File: src/rtl/qsfp_sideband_pkg.sv
// Shared QSFP sideband definitions: module-state encodings and pin reset levels.
package qsfp_sideband_pkg;

  typedef enum logic [1:0] {
    StAbsent = 2'd0,
    StReset  = 2'd1,
    StInit   = 2'd2,
    StReady  = 2'd3
  } emu_state_e;

  localparam logic ModselRst = 1'b1;
  localparam logic ResetlRst = 1'b1;
  localparam logic LpmodeRst = 1'b0;

  function automatic logic [7:0] sat_inc8(input logic [7:0] v);
    return (v == 8'hff) ? v : v + 8'd1;
  endfunction

endpackage

File: src/rtl/qsfp_sync.sv
// N-flop input synchroniser with a configurable reset level.
module qsfp_sync #(
  parameter int unsigned Stages = 2,
  parameter logic        RstVal = 1'b0
) (
  input  logic clk,
  input  logic rst_n,
  input  logic d_i,
  output logic q_o
);

  logic [Stages-1:0] sync_q;

  always_ff @(posedge clk or negedge rst_n) begin
    if (!rst_n) begin
      sync_q <= {Stages{RstVal}};
    end else begin
      sync_q <= {sync_q[Stages-2:0], d_i};
    end
  end

  assign q_o = sync_q[Stages-1];

endmodule

File: src/rtl/qsfp_module_sideband_emu.sv
// Module-end QSFP low-speed sideband emulator: presence, reset detect, t_init, latched INTL.
// Optional: QSFP_EMU_INT_ON_LPMODE_EN makes LPMODE edges in READY raise the interrupt.
module qsfp_module_sideband_emu
  import qsfp_sideband_pkg::*;
#(
  parameter int unsigned SYNC_STAGES   = 2,
  parameter int unsigned RESET_MIN_CYC = 16,
  parameter int unsigned INIT_CYC      = 1000,
  parameter int unsigned CNT_W         = 16
) (
  input  logic       clk,
  input  logic       rst_n,
  input  logic       present_i,
  input  logic       fault_i,
  input  logic       int_clr_i,
  input  logic       QSFP_MODSELL_LS,
  input  logic       QSFP_RESETL_LS,
  input  logic       QSFP_LPMODE_LS,
  output logic       QSFP_MODPRSL_LS,
  output logic       QSFP_INTL_LS,
  output logic [1:0] state_o,
  output logic       lpmode_o,
  output logic [7:0] reset_count_o
);

  logic modsell_s, resetl_s, lpmode_s;

  qsfp_sync #(.Stages(SYNC_STAGES), .RstVal(ModselRst)) u_sync_modsell (
    .clk   (clk),
    .rst_n (rst_n),
    .d_i   (QSFP_MODSELL_LS),
    .q_o   (modsell_s)
  );

  qsfp_sync #(.Stages(SYNC_STAGES), .RstVal(ResetlRst)) u_sync_resetl (
    .clk   (clk),
    .rst_n (rst_n),
    .d_i   (QSFP_RESETL_LS),
    .q_o   (resetl_s)
  );

  qsfp_sync #(.Stages(SYNC_STAGES), .RstVal(LpmodeRst)) u_sync_lpmode (
    .clk   (clk),
    .rst_n (rst_n),
    .d_i   (QSFP_LPMODE_LS),
    .q_o   (lpmode_s)
  );

  emu_state_e       state_q, state_d;
  logic             present_q;
  logic             latch_q, latch_d;
  logic [CNT_W-1:0] init_cnt_q, init_cnt_d;
  logic [CNT_W-1:0] low_cnt_q, low_cnt_d;
  logic [7:0]       rst_cnt_q, rst_cnt_d;
  logic             modprsl_q, intl_q;
  logic             reset_hit, int_set, int_clr, lp_edge;

`ifdef QSFP_EMU_INT_ON_LPMODE_EN
  logic lpmode_prev_q;

  always_ff @(posedge clk or negedge rst_n) begin
    if (!rst_n) begin
      lpmode_prev_q <= LpmodeRst;
    end else begin
      lpmode_prev_q <= lpmode_s;
    end
  end

  assign lp_edge = lpmode_s ^ lpmode_prev_q;
`else
  assign lp_edge = 1'b0;
`endif

  assign int_set = fault_i | lp_edge;
  assign int_clr = int_clr_i & ~modsell_s;

  always_comb begin
    state_d    = state_q;
    init_cnt_d = init_cnt_q;
    latch_d    = latch_q;
    rst_cnt_d  = rst_cnt_q;
    // Saturating run-length of synced RESETL low
    if (resetl_s) begin
      low_cnt_d = '0;
    end else if (low_cnt_q == '1) begin
      low_cnt_d = low_cnt_q;
    end else begin
      low_cnt_d = low_cnt_q + CNT_W'(1);
    end
    reset_hit = (low_cnt_d >= CNT_W'(RESET_MIN_CYC));

    if (!present_i) begin
      state_d    = StAbsent;
      init_cnt_d = '0;
      low_cnt_d  = '0;
      latch_d    = 1'b0;
    end else begin
      unique case (state_q)
        StAbsent: begin
          state_d    = StInit;
          init_cnt_d = '0;
          low_cnt_d  = '0;
        end
        StReset: begin
          if (resetl_s) begin
            state_d    = StInit;
            init_cnt_d = '0;
          end
        end
        StInit: begin
          if (reset_hit) begin
            state_d   = StReset;
            latch_d   = 1'b0;
            rst_cnt_d = sat_inc8(rst_cnt_q);
          end else if (init_cnt_q == CNT_W'(INIT_CYC - 1)) begin
            state_d = StReady;
            latch_d = 1'b1;
          end else begin
            init_cnt_d = init_cnt_q + CNT_W'(1);
          end
        end
        StReady: begin
          if (reset_hit) begin
            state_d   = StReset;
            latch_d   = 1'b0;
            rst_cnt_d = sat_inc8(rst_cnt_q);
          end else if (int_set) begin
            latch_d = 1'b1;
          end else if (int_clr) begin
            latch_d = 1'b0;
          end
        end
        default: state_d = StAbsent;
      endcase
    end
  end

  always_ff @(posedge clk or negedge rst_n) begin
    if (!rst_n) begin
      state_q    <= StAbsent;
      present_q  <= 1'b0;
      latch_q    <= 1'b0;
      init_cnt_q <= '0;
      low_cnt_q  <= '0;
      rst_cnt_q  <= '0;
      modprsl_q  <= 1'b1;
      intl_q     <= 1'b1;
    end else begin
      state_q    <= state_d;
      present_q  <= present_i;
      latch_q    <= latch_d;
      init_cnt_q <= init_cnt_d;
      low_cnt_q  <= low_cnt_d;
      rst_cnt_q  <= rst_cnt_d;
      // Pins lag the state/latch registers by one cycle
      modprsl_q  <= ~present_q;
      intl_q     <= ~(latch_q & present_q);
    end
  end

  assign QSFP_MODPRSL_LS = modprsl_q;
  assign QSFP_INTL_LS    = intl_q;
  assign state_o         = state_q;
  assign lpmode_o        = lpmode_s & (state_q != StAbsent);
  assign reset_count_o   = rst_cnt_q;

endmodule

File: config.mk
export PLATFORM = sky130hd
export DESIGN_NAME = qsfp_module_sideband_emu
export DESIGN_NICKNAME = d
export VERILOG_FILES = /design/src/rtl/qsfp_sideband_pkg.sv /design/src/rtl/qsfp_sync.sv /design/src/rtl/qsfp_module_sideband_emu.sv
export SDC_FILE = /design/constraint.sdc
export NUM_CORES = 1
export LEC_CHECK = 0
export CAP_MARGIN = 5
export CORE_AREA = 2 2 75 77
export CTS_CLUSTER_DIAMETER = 150
export CTS_CLUSTER_SIZE = 40
export DETAILED_ROUTE_END_ITERATION = 10
export DIE_AREA = 0 0 77 79
export GPL_TIMING_DRIVEN = 0
export PLACE_DENSITY_LB_ADDON = 0.3
export SYNTH_ARGS = -nofsm -noshare
export SYNTH_HDL_FRONTEND = slang
export SYNTH_SLANG_ARGS = --single-unit
File: constraint.sdc
create_clock -name clk -period 3.2 [get_ports clk]
set_clock_uncertainty 0.15 [all_clocks]
set_input_delay 0.32 -clock clk [delete_from_list [all_inputs] [get_ports clk]]
set_output_delay 0.32 -clock clk [all_outputs]
set_load 0.05 [all_outputs]
==> impl_metrics.toml, run 1 <==
[grt]
grt_first_pass_wirelength_um = 9440
overflow = 0
first_global_vias = 2064
grt_antenna_before_repair = 0
total_grt_usage_pct = 19.2
grt_start_max_net_pins = 40

[run_status]
run_status = "complete, no violations"

[routing]
drt-wirelength-per-cell_um = 14.9
postRouteWirelength_um = 5770
routed_via_density = 5.69
postRouteAntennaNets = 0
route.vias.total = 2208
total_iterations_of_the_first_detailed_routing_run = 5
detail_route.drc_violations = 0
detail_route.iter0.violations = 92

[cells_and_area]
antennaDiodeCount = 0
layoutNonFillerInstCount = 388
num-nets-final = 326
layout-drive-gt1-share_pct = 20.3
areaGrowthSynthToFinish_pct = 25.5
fillCellCount = 444
layout.cell_area.non_filler_mm2 = 0.00331

[sta]
timing_max_transition_violations_final = 0
setup_viol_count_final = 0
timing_hold_violations_final = 0
tightest_slew_ns = 0.569
maxClockFrequency_mhz = 318
hold_ws_ns = 0.207
fin_crit_sh_pct = 98.2
finalWorstSetupSlack_ns = 0.0572
layout_min_cycle_time_ns = 3.14
tns_ns = 0
slew-limit-headroom_pct = 61.9
rsz0062_at_grt = "true"

[die]
rows = 27
coreArea_mm2 = 0.00534
initial_utilization_pct = 49.5
die_area_mm2 = 0.00608
fp.dieW_um = 77
io_pins = 21
die-height_um = 79

[synth]
synth_nets = 281
synth_async_sr_flop_share_pct = 100
synth_warnings = 0
post_synth_inst_count = 270
postSynthAreaPerCell_um2 = 9.78
number_of_flops_mapped_to_enable_cells_by_yosys = 0
synth_area_mm2 = 0.00264
yosysSeqAreaShare_pct = 49.5
synth_cell_type_count = 50
postSynth.topFlopCell = "sky130_fd_sc_hd__dfrtp_1"
synth.ff_latch_count = 52

[worst_hold_path]
worst_min_delay_path_class = "reg -> reg"

[clock_network]
cts_max_level = 2
cts_made_buffers = 5
cell_at_the_root_of_the_clock_tree = "sky130_fd_sc_hd__clkbuf_8"
clk_path_buf_depth = 2
clock_insertion_delay_worst_skew_ns = 0.30
cts.clk_slew.worst_paths_ns = 0.09
tritoncts_clock_tree = "yes"
cts.sinks = 52

[worst_setup_path]
cp_launch_type = "register"
timing.critical_path.fanout_max = 4
timing.critical_path.arrival_ns = 3.22
endpoint_kind = "register"
critPathRequiredTime_ns = 3.28
critical_path_class = "reg -> reg"

[placed_design]
gpl.final_weighted_congestion = 0.799
dp_hpwl_um = 3700
io_buffer_count = 20
placedInstanceArea_mm2 = 0.00295
place.detailed.instances = 363
dp_worst_setup_slack_ns = -0.486

[power_and_ir_drop]
static-leakage-power_nw = 1.40
comb_power_share_pct = 6.1
power_report.internal_total_mw = 0.844
p_per_area_mw_per_mm2 = 334
net-switching-power_mw = 0.265
power.switching_fraction_pct = 23.9
clk_network_pwr_share_pct = 33.2
worst_ir_drop_vdd_uv = 232
power.share.sequential_pct = 60.7

[job]
maxCapViolations = 0
## synthesized netlist by cell type (all sizes together), types with 3 or more instances
cell | count | area, um2
or2 | 4 | 25.0
nor4 | 8 | 50.1
clkbuf | 4 | 15.0
a21oi | 9 | 45.0
or3 | 4 | 25.0
o21ai | 11 | 55.1
nor3 | 6 | 30.0
xnor2 | 5 | 43.8
nor2b | 4 | 25.0
dfrtp | 46 | 1150
o31ai | 13 | 97.6
nand4 | 6 | 50.0
buf | 3 | 21.3
and3 | 8 | 50.1
nor2 | 28 | 108
inv | 11 | 41.3
nand3 | 22 | 128
a31oi | 3 | 18.8
o211ai | 11 | 82.6
xor2 | 3 | 26.3
ha | 3 | 37.5
mux2i | 5 | 50.1
nand2 | 23 | 86.3
dfstp | 6 | 158
## timing repair
action | CTS | global route
endpoints found under the setup margin | 26 | 26
hold buffers | 1 | 0
buffers inserted | 7 | 9
pin swaps | 4 | 8
resized for setup | 10 | 23
cloned | 1 | 0
hold endpoints to repair | 13 | 0
## through the flow
stage | power [mW] | utilization, %
after floorplan | 0.713 | -
after global placement | 0.746 | 55.0
after detailed placement | 0.749 | 55.3
after CTS | 1.12 | 59.3
after global routing | 1.15 | 62.1
final | 1.11 | 62.1
## power by group through the flow
stage / Combinational [mW] / Clock [mW] / Sequential, mW
6_report: 0.0674 / 0.369 / 0.673
5_1_grt: 0.0746 / 0.397 / 0.674
4_1_cts: 0.0668 / 0.380 / 0.673
3_5_place_dp: 0.0634 / 0 / 0.686
3_3_place_gp: 0.0609 / 0 / 0.685
2_1_floorplan: 0.0227 / 0 / 0.690
## final cells by class
cell class	instances	area (um2)	area share (%)
repair buffers	38	353	10.6
clock inverters	3	18.8	0.566
inverters	11	41.3	1.25
plain buffers	6	41.3	1.25
flip-flops and latches	52	1320	39.7
clock buffers	5	68.8	2.08
multi-input cells	201	1390	41.8
well taps	72	90.1	2.72
## per-layer routing
layer	up-vias	wire, um	GRT usage, %
met5	-	0	0
met4	0	86	7.32
met3	10	133	3.07
met2	37	2780	30.9
met1	1062	2770	26.3
li1	1099	-	-
## path summary, 6_finish.rpt
kind,from,to,slack [ns],depth (start not counted)
setup / recovery,low_cnt_q[1]$_DFF_PN0_,reset_count_o[7]$_DFFE_PN0P_,0.06,11
hold / removal,u_sync_lpmode.sync_q[0]$_DFF_PN0_,u_sync_lpmode.sync_q[1]$_DFF_PN0_,0.21,0
setup reg to reg,low_cnt_q[1]$_DFF_PN0_,reset_count_o[7]$_DFFE_PN0P_,0.06,11
hold reg to reg,u_sync_lpmode.sync_q[0]$_DFF_PN0_,u_sync_lpmode.sync_q[1]$_DFF_PN0_,0.21,0
max in group asynchronous,rst_n,u_sync_modsell.sync_q[0]$_DFF_PN1_,2.01,3
min in group asynchronous,rst_n,low_cnt_q[3]$_DFF_PN0_,0.31,2
## cells by family after synthesis
kind of cell,synth area share [%]
AND/OR/NAND/NOR,24.3
AO/OA/AOI/OAI,16.8
flip-flops,49.5
buffers and inverters,2.94
XOR/XNOR,2.65
multiplexers,2.32
adder cells (fa/ha/maj),1.42
## placed cells by master, fill, tap and decap left out, types with 2 or more instances in the layout
cell type / synthesis / routed
sky130_fd_sc_hd__nor3_1: 6 / 6
sky130_fd_sc_hd__nor2_1: 27 / 27
sky130_fd_sc_hd__clkbuf_4: 0 / 2
sky130_fd_sc_hd__a21oi_1: 9 / 8
sky130_fd_sc_hd__dfstp_2: 6 / 6
sky130_fd_sc_hd__or2_2: 3 / 3
sky130_fd_sc_hd__inv_1: 11 / 11
sky130_fd_sc_hd__clkinv_2: 0 / 2
sky130_fd_sc_hd__mux2i_1: 5 / 5
sky130_fd_sc_hd__o41ai_4: 1 / 2
sky130_fd_sc_hd__a31oi_1: 3 / 3
sky130_fd_sc_hd__ha_1: 3 / 2
sky130_fd_sc_hd__a22o_1: 2 / 2
sky130_fd_sc_hd__xor2_1: 3 / 3
sky130_fd_sc_hd__o31ai_1: 13 / 11
sky130_fd_sc_hd__nand4_1: 4 / 4
sky130_fd_sc_hd__or3_1: 4 / 4
sky130_fd_sc_hd__dfrtp_2: 0 / 5
sky130_fd_sc_hd__clkbuf_1: 4 / 2
sky130_fd_sc_hd__xnor2_1: 5 / 5
sky130_fd_sc_hd__nand3_1: 20 / 20
sky130_fd_sc_hd__o31ai_2: 0 / 2
sky130_fd_sc_hd__nor2b_1: 4 / 4
sky130_fd_sc_hd__clkbuf_8: 0 / 5
sky130_fd_sc_hd__clkdlybuf4s50_1: 0 / 19
sky130_fd_sc_hd__o21ai_0: 11 / 11
sky130_fd_sc_hd__nor4_1: 8 / 6
sky130_fd_sc_hd__and4_1: 2 / 2
sky130_fd_sc_hd__a21o_1: 2 / 2
sky130_fd_sc_hd__buf_4: 0 / 15
sky130_fd_sc_hd__nand4_4: 0 / 2
sky130_fd_sc_hd__o211ai_1: 11 / 11
sky130_fd_sc_hd__nand2_1: 23 / 23
sky130_fd_sc_hd__and3_1: 8 / 8
sky130_fd_sc_hd__buf_6: 1 / 3
sky130_fd_sc_hd__dfrtp_1: 46 / 41
## sequential cells by signal, indices dropped and copies added, names as in the netlist
| name | count |
|---|---|
| u_sync_lpmode.sync_q | 2 |
| u_sync_modsell.sync_q | 2 |
| QSFP_INTL_LS | 1 |
| latch_q | 1 |
| QSFP_MODPRSL_LS | 1 |
| reset_count_o | 8 |
| u_sync_resetl.sync_q | 2 |
| low_cnt_q | 16 |
| present_q | 1 |
| init_cnt_q | 16 |
| state_o | 2 |
## critical path, stage by stage, from the launching register on
cell,delay [ns]
sky130_fd_sc_hd__dfrtp_1,0.42
sky130_fd_sc_hd__nand4_4,0.11
sky130_fd_sc_hd__or2_0,0.23
sky130_fd_sc_hd__buf_4,0.15
sky130_fd_sc_hd__or4_4,0.47
sky130_fd_sc_hd__a2111o_1,0.45
sky130_fd_sc_hd__buf_6,0.16
sky130_fd_sc_hd__o41ai_4,0.42
sky130_fd_sc_hd__buf_4,0.21
sky130_fd_sc_hd__a2111oi_4,0.05
sky130_fd_sc_hd__nand3_1,0.12
sky130_fd_sc_hd__xnor2_1,0.12
No activity file was read; power rests on OpenSTA's default activity.
==> inputs of run 2 (changes only) <==
CORE_AREA = 2 2 71 73   (was 2 2 75 77)
DIE_AREA = 0 0 73 75   (was 0 0 77 79)
TNS_END_PERCENT = 1   (was not set)
clock period = 3 ns   (was 3.2 ns; I/O delays follow)
==> impl_metrics.toml, run 2 (synthesis gave the netlist of run 1 again) <==
[clock_network]
cell_at_the_root_of_the_clock_tree = "sky130_fd_sc_hd__clkbuf_8"
cts.clk_slew.worst_paths_ns = 0.10
cts_max_level = 2
cts_made_buffers = 5
cts.sinks = 52
clock_insertion_delay_worst_skew_ns = 0.31
tritoncts_clock_tree = "yes"
clk_path_buf_depth = 2

[grt]
grt_start_max_net_pins = 37
first_global_vias = 2198
grt_first_pass_wirelength_um = 9810
overflow = 0
grt_antenna_before_repair = 0
total_grt_usage_pct = 22.9

[worst_setup_path]
critPathRequiredTime_ns = 3.03
cpMaxStageDelayCell = "sky130_fd_sc_hd__or4_4"
critical_path_class = "reg -> reg"
regToRegEndpoint = "init_cnt_q[14]$_DFFE_PN0P_"
crit_chain = "nand4_1 > buf_4 > or4_4 > a2111o_1 > o41ai_4 > buf_6 > nand2b_4 > buf_2 > o211ai_1 > o31ai_1"
r2r-start = "low_cnt_q[8]$_DFF_PN0_"
timing.critical_path.arrival_ns = 3.11
reg2regPathDepth = 10
endpoint_kind = "register"
cp_launch_type = "register"
critical-path-max-stage-delay_ns = 0.48
timing.critical_path.fanout_max = 5
regToRegSetupSlack_ns = -0.08

[sta]
maxClockFrequency_mhz = 324
fin_crit_sh_pct = 103
layout_min_cycle_time_ns = 3.08
tightest_slew_ns = 0.514
slew-limit-headroom_pct = 65.6
tns_ns = -0.502
hold_ws_ns = 0.208
setup_viol_count_final = 11
finalWorstSetupSlack_ns = -0.0836
rsz0062_at_grt = "true"
timing_max_transition_violations_final = 0
timing_hold_violations_final = 0

[placed_design]
dp_hpwl_um = 3840
gpl.final_weighted_congestion = 0.819
io_buffer_count = 20

[routing]
drt-wirelength-per-cell_um = 16.3
routed_via_density = 6.14
detail_route.drc_violations = 0
postRouteAntennaNets = 0
route.vias.total = 2285
total_iterations_of_the_first_detailed_routing_run = 4
detail_route.iter0.violations = 143
postRouteWirelength_um = 6060

[worst_hold_path]
holdCritStartpoint = "u_sync_lpmode.sync_q[0]$_DFF_PN0_"
worst_min_delay_path_class = "reg -> reg"
hold_end = "u_sync_lpmode.sync_q[1]$_DFF_PN0_"
whs_path_depth = 0

[cells_and_area]
areaGrowthSynthToFinish_pct = 25.6
num-nets-final = 328
mostFrequentLayoutCell = "sky130_fd_sc_hd__dfrtp_1"
antennaDiodeCount = 0
layout-drive-gt1-share_pct = 21.7
layout_common_cells = "sky130_fd_sc_hd__dfrtp_1, sky130_fd_sc_hd__nor2_1, sky130_fd_sc_hd__nand2_1"
layout.core_utilization_pct = 71.2

[power_and_ir_drop]
static-leakage-power_nw = 1.42
p_per_area_mw_per_mm2 = 360
worst_ir_drop_vdd_uv = 361

[die]
initial_utilization_pct = 56.7
coreArea_mm2 = 0.00466
io_pins = 21
die-height_um = 75
fp.dieW_um = 73
die_area_mm2 = 0.00548
rows = 25

[job]
maxCapViolations = 0

[run_status]
violations = "setup timing"
run_status = "finished, violations left"
## run 2: report_power, final
| group | total [mW] | switching [mW] | internal [mW] |
|---|---|---|---|
| combinational | 0.0698 | 0.0453 | 0.0245 |
| sequential | 0.718 | 0.00610 | 0.711 |
| clock | 0.406 | 0.239 | 0.168 |
## run 2: repair_timing
| action | in CTS | in global routing |
|---|---|---|
| buffers inserted | 11 | 5 |
| hold buffers | 1 | 0 |
| cloned | 1 | 2 |
| endpoints found under the setup margin | 26 | 26 |
| resized for setup | 23 | 17 |
| pin swaps | 15 | 14 |
| endpoints found under the hold margin | 16 | 0 |
## run 2: through the flow
step	instances	total power [mW]	setup slack, ns	area [um2]
floorplan	270	0.760	-0.145	2650
global placement	344	0.796	-0.584	2920
detailed placement	345	0.798	-0.606	2930
CTS	366	1.20	-0.121	3200
global route	372	1.24	-0.253	3320
finish	372	1.19	-0.0836	3320
## run 2: per-layer routing
| metal | vias to the layer above | share of wire, % | track usage [%] |
|---|---|---|---|
| met3 | 7 | 3.2 | 5.35 |
| met4 | 0 | 0.66 | 6.38 |
| met1 | 1130 | 43 | 29.2 |
| li1 | 1092 | - | - |
| met5 | - | 0 | 0 |
| met2 | 56 | 53 | 39.5 |
## run 2: worst max-delay path by stage
stage / from / to / slack (ns) / depth (start not counted)
2_1_floorplan: low_cnt_q[2]$_DFF_PN0_ / reset_count_o[1]$_DFFE_PN0P_ / -0.15 / 9
3_5_place_dp: low_cnt_q[0]$_DFF_PN0_ / reset_count_o[5]$_DFFE_PN0P_ / -0.61 / 9
5_1_grt: low_cnt_q[6]$_DFF_PN0_ / init_cnt_q[12]$_DFFE_PN0P_ / -0.25 / 11
3_3_place_gp: low_cnt_q[0]$_DFF_PN0_ / reset_count_o[1]$_DFFE_PN0P_ / -0.58 / 9
4_1_cts: low_cnt_q[0]$_DFF_PN0_ / init_cnt_q[5]$_DFFE_PN0P_ / -0.12 / 11
6_report: low_cnt_q[8]$_DFF_PN0_ / init_cnt_q[14]$_DFFE_PN0P_ / -0.08 / 10
## run 2: worst max-delay path, delay by kind of cell (launching register included)
family | cells | cell delay [ns]
AO/OA/AOI/OAI | 4 | 1.00
buffers and inverters | 3 | 0.58
flip-flops | 1 | 0.41
AND/OR/NAND/NOR | 3 | 0.82
## run 2: cell type report
class | instances | area (um2)
multi-input cells | 200 | 1390
fillers | 339 | 1340
flip-flops and latches | 52 | 1310
repair buffers | 41 | 370
clock buffers | 5 | 68.8
well taps | 54 | 67.6
plain buffers | 6 | 48.8
inverters | 11 | 41.3
clock inverters | 3 | 22.5
